## config.mk

```make
export PLATFORM = sky130hd
export DESIGN_NAME = seq_detector_param
export DESIGN_NICKNAME = d
export VERILOG_FILES = /design/src/rtl/seq_det_pkg.sv /design/src/rtl/sat_counter.sv /design/src/rtl/seq_detector_param.sv
export SDC_FILE = /design/constraint.sdc
export NUM_CORES = 1
export LEC_CHECK = 0
export ABC_AREA = 1
export BUFFER_PORTS_ARGS = -buffer_cell sky130_fd_sc_hd__buf_4
export CAP_MARGIN = 15
export CORE_UTILIZATION = 45
export DETAILED_ROUTE_END_ITERATION = 8
export GPL_ROUTABILITY_DRIVEN = 0
export PLACE_DENSITY = 0.67
export SLEW_MARGIN = 25
export SYNTH_ARGS = -nofsm -noshare
export SYNTH_HDL_FRONTEND = slang
export SYNTH_SLANG_ARGS = --single-unit
export TNS_END_PERCENT = 100
```

## constraint.sdc

```tcl
create_clock -name clk -period 2.7 [get_ports clk]
set_clock_uncertainty 0.2 [all_clocks]
set_input_delay 0.135 -clock clk [delete_from_list [all_inputs] [get_ports clk]]
set_output_delay 0.135 -clock clk [all_outputs]
set_load 0.01 [all_outputs]
```

## src/rtl/seq_det_pkg.sv

```systemverilog
// Shared constants and helpers for the parametrised serial pattern detector.
package seq_det_pkg;

  localparam int PAT_W_DEF = 5;
  localparam int CNT_W_DEF = 8;
  localparam logic [4:0] DEFAULT_PAT_DEF = 5'b10010;

  // Map a requested pattern length onto the legal range 1..max_len.
  function automatic int clamp_len(input int len, input int max_len);
    if (len < 1) return 1;
    if (len > max_len) return max_len;
    return len;
  endfunction

endpackage

```

## src/rtl/sat_counter.sv

```systemverilog
// Saturating up-counter with synchronous clear; holds at all ones.
module sat_counter #(
  parameter int CNT_W = 8
) (
  input  logic             clk_i,
  input  logic             rst_i,
  input  logic             inc_i,
  input  logic             clr_i,
  output logic [CNT_W-1:0] count_o,
  output logic             sat_o
);

  logic [CNT_W-1:0] count_q;

  assign sat_o   = &count_q;
  assign count_o = count_q;

  // Clear beats increment; increment stops once the counter is all ones.
  always_ff @(posedge clk_i) begin
    if (rst_i || clr_i) begin
      count_q <= '0;
    end else if (inc_i && !sat_o) begin
      count_q <= count_q + CNT_W'(1);
    end
  end

endmodule

```

## src/rtl/seq_detector_param.sv

```systemverilog
// Run-time loadable serial pattern detector with Mealy/Moore match outputs
// and a saturating match counter.
//
// Stream handshake: en is a valid-only qualifier (no ready). A bit on j is
// consumed on every rising edge where en=1 and neither rst nor pat_ld is high;
// with en=0 the history holds and no match can be reported.
module seq_detector_param
  import seq_det_pkg::*;
#(
  parameter int               PAT_W       = PAT_W_DEF,
  parameter logic [PAT_W-1:0] DEFAULT_PAT = PAT_W'(DEFAULT_PAT_DEF),
  parameter int               CNT_W       = CNT_W_DEF
) (
  input  logic                         clk,
  input  logic                         rst,
  input  logic                         en,
  input  logic                         j,
  input  logic                         ovl,
  input  logic                         pat_ld,
  input  logic [PAT_W-1:0]             pat_in,
  input  logic [$clog2(PAT_W+1)-1:0]   len_in,
  input  logic                         cnt_clr,
  output logic                         w,
  output logic                         w_reg,
  output logic [CNT_W-1:0]             match_cnt,
  output logic                         cnt_sat
);

  localparam int LEN_W = $clog2(PAT_W+1);

  // Only the newest PAT_W-1 history bits can ever take part in a compare
  // (the incoming j supplies the last pattern bit), so older bits are not kept.
  logic [PAT_W-1:0] pat_q;
  logic [LEN_W-1:0] len_q;
  logic [PAT_W-2:0] hist_q;
  logic [LEN_W-1:0] fill_q;
  logic             w_reg_q;

  logic [PAT_W-1:0] cand;
  logic [PAT_W-1:0] mask;
  logic             fill_ok;
  logic             bits_eq;
  logic             match_now;
  logic [LEN_W-1:0] len_d;

  assign len_d = LEN_W'(clamp_len(int'(len_in), PAT_W));

  // Compare the newest len_q bits (history plus the bit on j) against the pattern.
  always_comb begin
    cand      = {hist_q, j};
    mask      = ~({PAT_W{1'b1}} << len_q);
    fill_ok   = (fill_q >= (len_q - LEN_W'(1)));
    bits_eq   = (((cand ^ pat_q) & mask) == '0);
    match_now = en & ~rst & ~pat_ld & fill_ok & bits_eq;
  end

  assign w     = match_now;
  assign w_reg = w_reg_q;

  // Pattern/length registers, shift history, valid-bit count and Moore output.
  always_ff @(posedge clk) begin
    if (rst) begin
      pat_q   <= DEFAULT_PAT;
      len_q   <= LEN_W'(PAT_W);
      hist_q  <= '0;
      fill_q  <= '0;
      w_reg_q <= 1'b0;
    end else begin
      w_reg_q <= match_now;
      if (pat_ld) begin
        // A new pattern invalidates the history; j in this cycle is dropped.
        pat_q  <= pat_in;
        len_q  <= len_d;
        fill_q <= '0;
      end else if (en) begin
        hist_q <= cand[PAT_W-2:0];
        if (match_now && !ovl) begin
          // Non-overlapping: the next match needs a full set of fresh bits.
          fill_q <= '0;
        end else if (fill_q != LEN_W'(PAT_W)) begin
          fill_q <= fill_q + LEN_W'(1);
        end
      end
    end
  end

  sat_counter #(
    .CNT_W (CNT_W)
  ) u_cnt (
    .clk_i   (clk),
    .rst_i   (rst),
    .inc_i   (match_now),
    .clr_i   (cnt_clr),
    .count_o (match_cnt),
    .sat_o   (cnt_sat)
  );

endmodule

```

==> metrics.md, run 1 <==
| Metric | Value |
|---|---|
| Status | finished, final reports clean |
| Post-synthesis net count | around 210 |
| I/O pins | 26 |
| Die area | approximately 3100 um^2 |
| Die extent in y | 55.9 um |
| Worst Hold End | fill_q[2] |
| Final nets | ~270 |
| CP max FO | 5 |
| Slew @ Worst Pin | between 0.5 and 0.6 ns |
| Number of synthesized flops with an enable pin | 0 |
| PortBufs | 25 |
| Register area share after synthesis | 36.7% |
| H-tree depth | 1 |
| Power Density | between 300 and 400 nW/um^2 |
| Period minus WS final | about 2.6 ns |
| Synth top area cells | dfxtp_1 37%, nand2_1 13%, inv_1 11% |
| Max Cap Viol | 0 |
| P_leak | ~0.92 nW |
| M1 WL | 1.46 mm |
| Starting Density | between 40% and 50% |
| Worst Reg-to-Reg Cells | 13 |
| Max layer used | met4 |
| Largest net degree at the start of global routing | 14 |
| Max reg flops | 8 |
| CP Capture Type | output port |
| Post-synthesis instance total | about 190 |
| Antenna cells | 0 |
| Worst slew margin | a little over 60% |
| WHS Path Cells | 7 |
| Initial antenna violation count | 0 |
| Most common library cells after synthesis | 45 x nand2_1, 38 x inv_1, 24 x dfxtp_1, 16 x a21oi_1, 16 x nor2_1 |
| CTS tree | done |
| Avg Cell Area, Syn | slightly below 7 um^2 |
| Syn Std Cell Area | 1310 um^2 |
| DRC violations left | 0 |
| Worst-path cell chain | inv_1 -> ha_1 -> ha_1 -> ha_1 -> and3_1 -> nor2_1 -> nor2_1 -> nand2_2 -> inv_1 -> buf_4 |
| Vias per cell | 4.81 |
| Maximum buffer depth of the clock tree | 2 |
| Setup violations, final | 0 |
| Crit path largest cell delay | around 0.35 ns |
| Layout area overhead | 36.0% |
| GRT overflow | 0 |
| Cell taking the most area after synthesis | dfxtp_1 |
| Hold Path Class | in2reg |
| Fin crit share | 94.9% |
| Die width | ~56 um |
| Number of synthesis warnings | 0 |
| Critical path type | reg2out |
| R2R Setup Slk | 0.15 ns |
| Main synth FF type | dfxtp_1 |
| Fin util | between 60% and 70% |
| Achievable frequency | slightly below 0.4 GHz |
| Root buf cell | clkbuf_4 |
| Clock-pin transition on the worst setup and hold timing paths | roughly 0.13 ns |
| Overall routing resource usage | 19.9% |
| # clock sinks | 24 |
| Wirelength, routed | between 3 and 4 mm |
| Most frequent CP cell | ha_1 |
| DR WL met2 | roughly 1.5 mm |
| Final Hold Fails | 0 |
| Core area | 2760 um^2 |
| # fillers | approximately 250 |
| R2R Path End | u_cnt.count_o[2] |
| First-pass DRT Iterations | 4 |
| Synthesized flop and latch total | 24 |
| First-pass GRT wire length | approximately 5.0 mm |
| DR WL/cell | approximately 12 um |
| Most frequent cell after synthesis | nand2_1 |
| Buf/Inv on CP | 3 |
| Vias in the first global route | approximately 1200 |
| Synth cell types | 22 |
| Antenna viol nets, final | 0 |
| Total negative slack | 0 ns |
| Initial DRC Count | 38 |
| Cell family with most CP delay | adder cells |
| Worst setup SP type | flop |
| Slowest-stage cell, CP | dfxtp_2 |
| Share of the synthesized area in the top cell type | between 30% and 40% |
| Num CTS Buffers | 3 |
| Min-delay src | ovl |
| WP data arrival | 2.23 ns |
| Post-synth ARST share | 0% |
| Fin. max-slew vios | 0 |
| Peak VDD IR | around 0.26 mV |
| Clock Latency Late Sink | 0.31 ns |
| DP HPWL | 2.23 mm |
| Required time of the critical path | approximately 2.4 ns |
| RSZ-0062 raised after global routing | no |
| Share of layout cells above drive strength 1 | approximately a fifth |
| # rows | 19 |
| Routed vias | approximately 1300 |
| Metal3 WL | 104 um |
| Worst r2r src | len_q[0] |
## worst max-delay path by stage
stage | startpoint | end | slack, ns | cells past startpoint
3_3_place_gp | len_q[1] | u_cnt.count_o[1] | 0.23 | 12
6_report | len_q[0] | w | 0.14 | 10
2_1_floorplan | len_q[0] | u_cnt.count_o[2] | 0.47 | 13
5_1_grt | len_q[1] | w | 0.01 | 10
4_1_cts | len_q[1] | u_cnt.count_o[1] | 0.1 | 12
3_5_place_dp | len_q[1] | u_cnt.count_o[1] | 0.13 | 12
## cell type report
class / count / area, um^2 / share of cell area (%)
multi-input cells: 126 / 684 / 38.5
clock buffers: 4 / 36.3 / 2.04
flip-flops and latches: 24 / 483 / 27.2
inverters: 38 / 143 / 8.02
well taps: 31 / 38.8 / 2.18
repair buffers: 47 / 393 / 22.1
## what timing repair did
item                                   in CTS  in global routing
endpoints found under the hold margin      22                  0
setup endpoints to repair                   0                  8
buffers inserted                            0                  5
hold buffers                               16                  0
gates resized for setup                     0                  3
## tightest hold or removal path: stages
cell,delay [ns]
buf_4,0.08
inv_1,0.03
nand3_1,0.18
nand2_1,0.07
nand3_1,0.07
nand2_1,0.05
inv_1,0.04
## layer usage
layer / vias up / track usage (%)
met1: 579 / 24.8
met4: 0 / 9.41
met3: 6 / 2.56
met5: - / 0
met2: 26 / 34.1
li1: 687 / -
## placed cells by master (no fill, tap or decap), types with 3 or more instances in the layout
| cell | count |
|---|---|
| a21oi_1 | 16 |
| buf_4 | 31 |
| clkbuf_4 | 3 |
| dfxtp_1 | 22 |
| dlygate4sd3_1 | 16 |
| ha_1 | 10 |
| inv_1 | 38 |
| nand2_1 | 45 |
| nand3_1 | 10 |
| nor2_1 | 16 |
| nor2_2 | 3 |
| o21ai_0 | 9 |
| xor2_1 | 3 |
## cells by family after synthesis
logic type                 synth area share [%]
buffers and inverters                      11.8
and+or+nand+nor                            26.7
AOI/OAI and AO/OA                          11.9
xor gates and xnor gates                   3.35
adders and majority gates                  9.57
DFF                                        36.7
## per-stage QoR
stage | setup slack (ns) | hold slack, ns | instance area (um^2) | instances | total power [mW]
5_1_grt | 0.00988 | 0.222 | 1780 | 270 | 0.716
3_5_place_dp | 0.132 | 0.147 | 1530 | 244 | 0.474
4_1_cts | 0.0971 | 0.148 | 1730 | 264 | 0.681
3_3_place_gp | 0.227 | 0.134 | 1530 | 244 | 0.471
6_report | 0.137 | 0.161 | 1780 | 270 | 0.675
2_1_floorplan | 0.466 | 0.0477 | 1310 | 188 | 0.439
## power by group
part	leakage [nW]	internal [mW]	switching, mW
clock network	0.0210	0.0823	0.106
logic	0.706	0.0556	0.0552
registers	0.196	0.367	0.00820
Power figures use the tool's default switching activity.
==> run 2: changes to the inputs <==
--- a/config.mk
+++ b/config.mk
@@ -5,13 +5,14 @@
 export SDC_FILE = /design/constraint.sdc
 export NUM_CORES = 1
 export LEC_CHECK = 0
-export ABC_AREA = 1
 export BUFFER_PORTS_ARGS = -buffer_cell sky130_fd_sc_hd__buf_4
 export CAP_MARGIN = 15
 export CORE_UTILIZATION = 45
+export CTS_CLUSTER_DIAMETER = 60
 export DETAILED_ROUTE_END_ITERATION = 8
 export GPL_ROUTABILITY_DRIVEN = 0
-export PLACE_DENSITY = 0.67
+export PLACE_DENSITY = 0.68
+export RECOVER_POWER = 100
 export SLEW_MARGIN = 25
 export SYNTH_ARGS = -nofsm -noshare
 export SYNTH_HDL_FRONTEND = slang
==> metrics.md, run 2 <==
| Metric | Value |
|---|---|
| Main synth FF type | dfxtp_1 |
| # rows | 18 (-1) |
| Num CTS Buffers | 3 (unchanged) |
| Worst setup SP type | input port |
| Status | finished, final reports clean |
| Number of synthesis warnings | 0 (unchanged) |
| Worst Reg-to-Reg Cells | 9 (-4) |
| Share of the synthesized area in the top cell type | 39.5% (+2.8 points) |
| Overall power | 763 uW (+13%) |
| Fin util | 67.5% (+3.0 points) |
| Final Hold Fails | 0 (unchanged) |
| DRC violations left | 0 (unchanged) |
| GRT overflow | 0 (unchanged) |
| Post-synthesis net count | 162 (-24%) |
| Clock-pin transition on the worst setup and hold timing paths | 0.14 ns (about the same) |
| Root buf cell | clkbuf_4 |
| H-tree depth | 1 (unchanged) |
| WHS Path Cells | 3 (-4) |
| Cell taking the most area after synthesis | dfxtp_1 |
| Post-synthesis instance total | 137 (-27%) |
| Switching part of the total | 23.8% (-1.4 points) |
| Antenna viol nets, final | 0 (unchanged) |
| Vias per cell | 5.20 (+8.2%) |
| Share of layout cells above drive strength 1 | 14.4% (-4.4 points) |
| Synth cell types | 35 (+59%) |
| Initial antenna violation count | 0 (unchanged) |
| Avg Cell Area, Syn | 8.87 um^2 (+28%) |
| Die extent in y | 54.0 um (-3.5%) |
| Routed vias | 1129 (-13%) |
| Vias in the first global route | 1069 (-10%) |
| Internal power | 581 uW (+15%) |
| Largest net degree at the start of global routing | 16 (+2) |
| Power Density | 448 nW/um^2 (+18%) |
| Starting Density | 48.2% (+0.75 points) |
| Number of synthesized flops with an enable pin | 0 (unchanged) |
| CP Capture Type | flop |
| Clock share of power | 34.9% (+6.9 points) |
| Compound-Gate Fraction of Synth Area | 13.6% (+1.7 points) |
| WP data arrival | 2.74 ns (+0.51 ns) |
| Combinational share of power | 16.1% (-0.3 points) |
| Peak VDD IR | 0.489 mV (+85%) |
| Min-delay src | pat_ld |
| Fin crit share | 98.8% (+3.9 points) |
| CP max FO | 12 (+7) |
| Critical path type | in2reg |
| Initial DRC Count | 23 (-39%) |
| Die area | 2910 um^2 (-6.8%) |
| Finished Layout Cells | 217 (-20%) |
| Synth top area cells | dfxtp_1 40%, ha_1 10%, mux2i_1 4.9% |
| Setup violations, final | 0 (unchanged) |
| Die width | 54.0 um (-3.5%) |
| Post-Synth Adder-Cell Area | 10.3% (+0.73 points) |
| XOR/XNOR share of the synthesized area | 7.21% (+3.9 points) |
| Fin. max-slew vios | 0 (unchanged) |
| PortBufs | 25 (unchanged) |
| Overall routing resource usage | 22.8% (+2.9 points) |
| Syn Std Cell Area | 1210 um^2 (-7.1%) |
| R2R Path End | u_cnt.count_o[5] |
| P_leak | 0.701 nW (-24%) |
| Required time of the critical path | 2.77 ns (+0.40 ns) |
| Commonest non-fill, non-tap cells in the layout | 23 x dlygate4sd3_1, 22 x dfxtp_1, 15 x nor2_1 |
| Final hold slack | 0.0332 ns (-0.127 ns) |
| Final nets | 213 (-20%) |
| Synthesized flop and latch total | 24 (unchanged) |
| Maximum buffer depth of the clock tree | 2 (unchanged) |
| Post-synth ARST share | 0% (unchanged) |
| Mux contribution to synthesized area | 4.94% (+4.9 points) |
| Register area share after synthesis | 39.5% (+2.8 points) |
| Most frequent cell after synthesis | dfxtp_1 |
| Worst r2r src | len_q[1] |
| Commonest non-fill, non-tap cell in the layout | dlygate4sd3_1 |
| I/O pins | 26 (unchanged) |
| Wirelength, routed | 3.03 mm (-3.4%) |
| Antenna cells | 0 (unchanged) |
| Period minus WS final | 2.67 ns (+0.105 ns) |
| Hold Path Class | in2reg |
| Largest family of logic cells by synthesized area | simple AND/OR/NAND/NOR gates |
| First-pass DRT Iterations | 4 (unchanged) |
| DP HPWL | 1.86 mm (-17%) |
| Most common library cells after synthesis | 24 x dfxtp_1, 15 x nor2_1, 14 x nand2_1, 11 x a21oi_1, 10 x ha_1 |
| Total negative slack | 0 ns (unchanged) |
| Worst slew margin | 59.3% (-2.1 points) |
| Switch Pwr | 181 uW (+6.7%) |
| Simple-gate share of the synthesized area | 20.7% (-6.0 points) |
| # clock sinks | 24 (unchanged) |
| Achievable frequency | 0.375 GHz (-3.9%) |
| DR WL/cell | 13.9 um (+20%) |
| Max Cap Viol | 0 (unchanged) |
| Clock Latency Late Sink | 0.33 ns (+0.02 ns) |
| # placed instances | 189 (-23%) |
| First-pass GRT wire length | 4.66 mm (-6.1%) |
| Worst Hold End | len_q[1] |
| Seq pwr share | 48.9% (-6.7 points) |
| CTS tree | done |
| Max reg flops | 8 (unchanged) |
| Slew @ Worst Pin | 0.610 ns (+0.0341 ns) |
| R2R Setup Slk | 0.11 ns (-0.04 ns) |
| Core area | 2520 um^2 (-8.5%) |
| Layout area overhead | 40.1% |
==> run 2: worst max-delay path by stage <==
| stage | start | end | slack (ns) | cells after the start |
|---|---|---|---|---|
| 2_1_floorplan | len_q[0] | fill_q[1] | 0.31 | 9 |
| 3_3_place_gp | len_q[1] | fill_q[1] | 0.26 | 9 |
| 3_5_place_dp | len_q[1] | u_cnt.count_o[5] | 0.15 | 9 |
| 4_1_cts | len_q[1] | u_cnt.count_o[5] | 0.12 | 9 |
| 5_1_grt | rst | u_cnt.count_o[7] | -0.08 | 7 |
| 6_report | rst | u_cnt.count_o[5] | 0.03 | 7 |
==> run 2: final cells by class <==
type                            count  area [um^2]
Fill cell                         217          821
Multi-Input combinational cell    101          718
Sequential cell                    24          483
Timing Repair Buffer               49          377
Tap cell                           30         37.5
Inverter                            9         33.8
Clock inverter                      1         30.0
Clock buffer                        3         22.5
==> run 2: power groups by stage <==
stage	Sequential (mW)	Clock [mW]	Combinational [mW]
2_1_floorplan	0.378	0	0.0537
3_3_place_gp	0.380	0	0.0814
3_5_place_dp	0.380	0	0.0829
4_1_cts	0.372	0.269	0.111
5_1_grt	0.375	0.286	0.134
6_report	0.373	0.267	0.123
==> run 2: layer usage <==
metal / track usage [%] / part of all wire (%) / routed length [um]
met2: 37.7 / 49 / 1490
met1: 28.6 / 47 / 1430
met5: 0 / 0 / 0
met3: 6.21 / 2.9 / 87
met4: 6.58 / 0.73 / 22
==> run 2: what timing repair did <==
action                     in CTS  in global routing
setup endpoints to repair       0                  4
gates resized for setup         0                  7
setup buffers                   0                  1
hold buffers                   23                  0
hold endpoints to repair       21                  0
==> run 2: metrics by stage <==
| stage | setup slack, ns | cell area (um^2) |
|---|---|---|
| 3_3_place_gp | 0.260 | 1430 |
| 2_1_floorplan | 0.308 | 1210 |
| 5_1_grt | -0.0759 | 1700 |
| 3_5_place_dp | 0.150 | 1430 |
| 4_1_cts | 0.117 | 1710 |
| 6_report | 0.0323 | 1700 |
==> run 2: kinds of logic (layout without fill, tap and decap cells) <==
family | count (synthesis) | in the layout
fa+ha+maj | 10 | 10
simple gates | 50 | 50
compound gates | 25 | 25
buf+inv | 12 | 62
xor+xnor | 10 | 10
flops | 24 | 24
mux | 6 | 6
==> run 2: critical path, cell delays in order <==
cell and delay (ns):
dlygate4sd3_1 0.54, clkbuf_1 0.29, a2111oi_2 0.58, nor4b_4 0.41
nand2_4 0.13, or4_1 0.49, a21oi_1 0.16
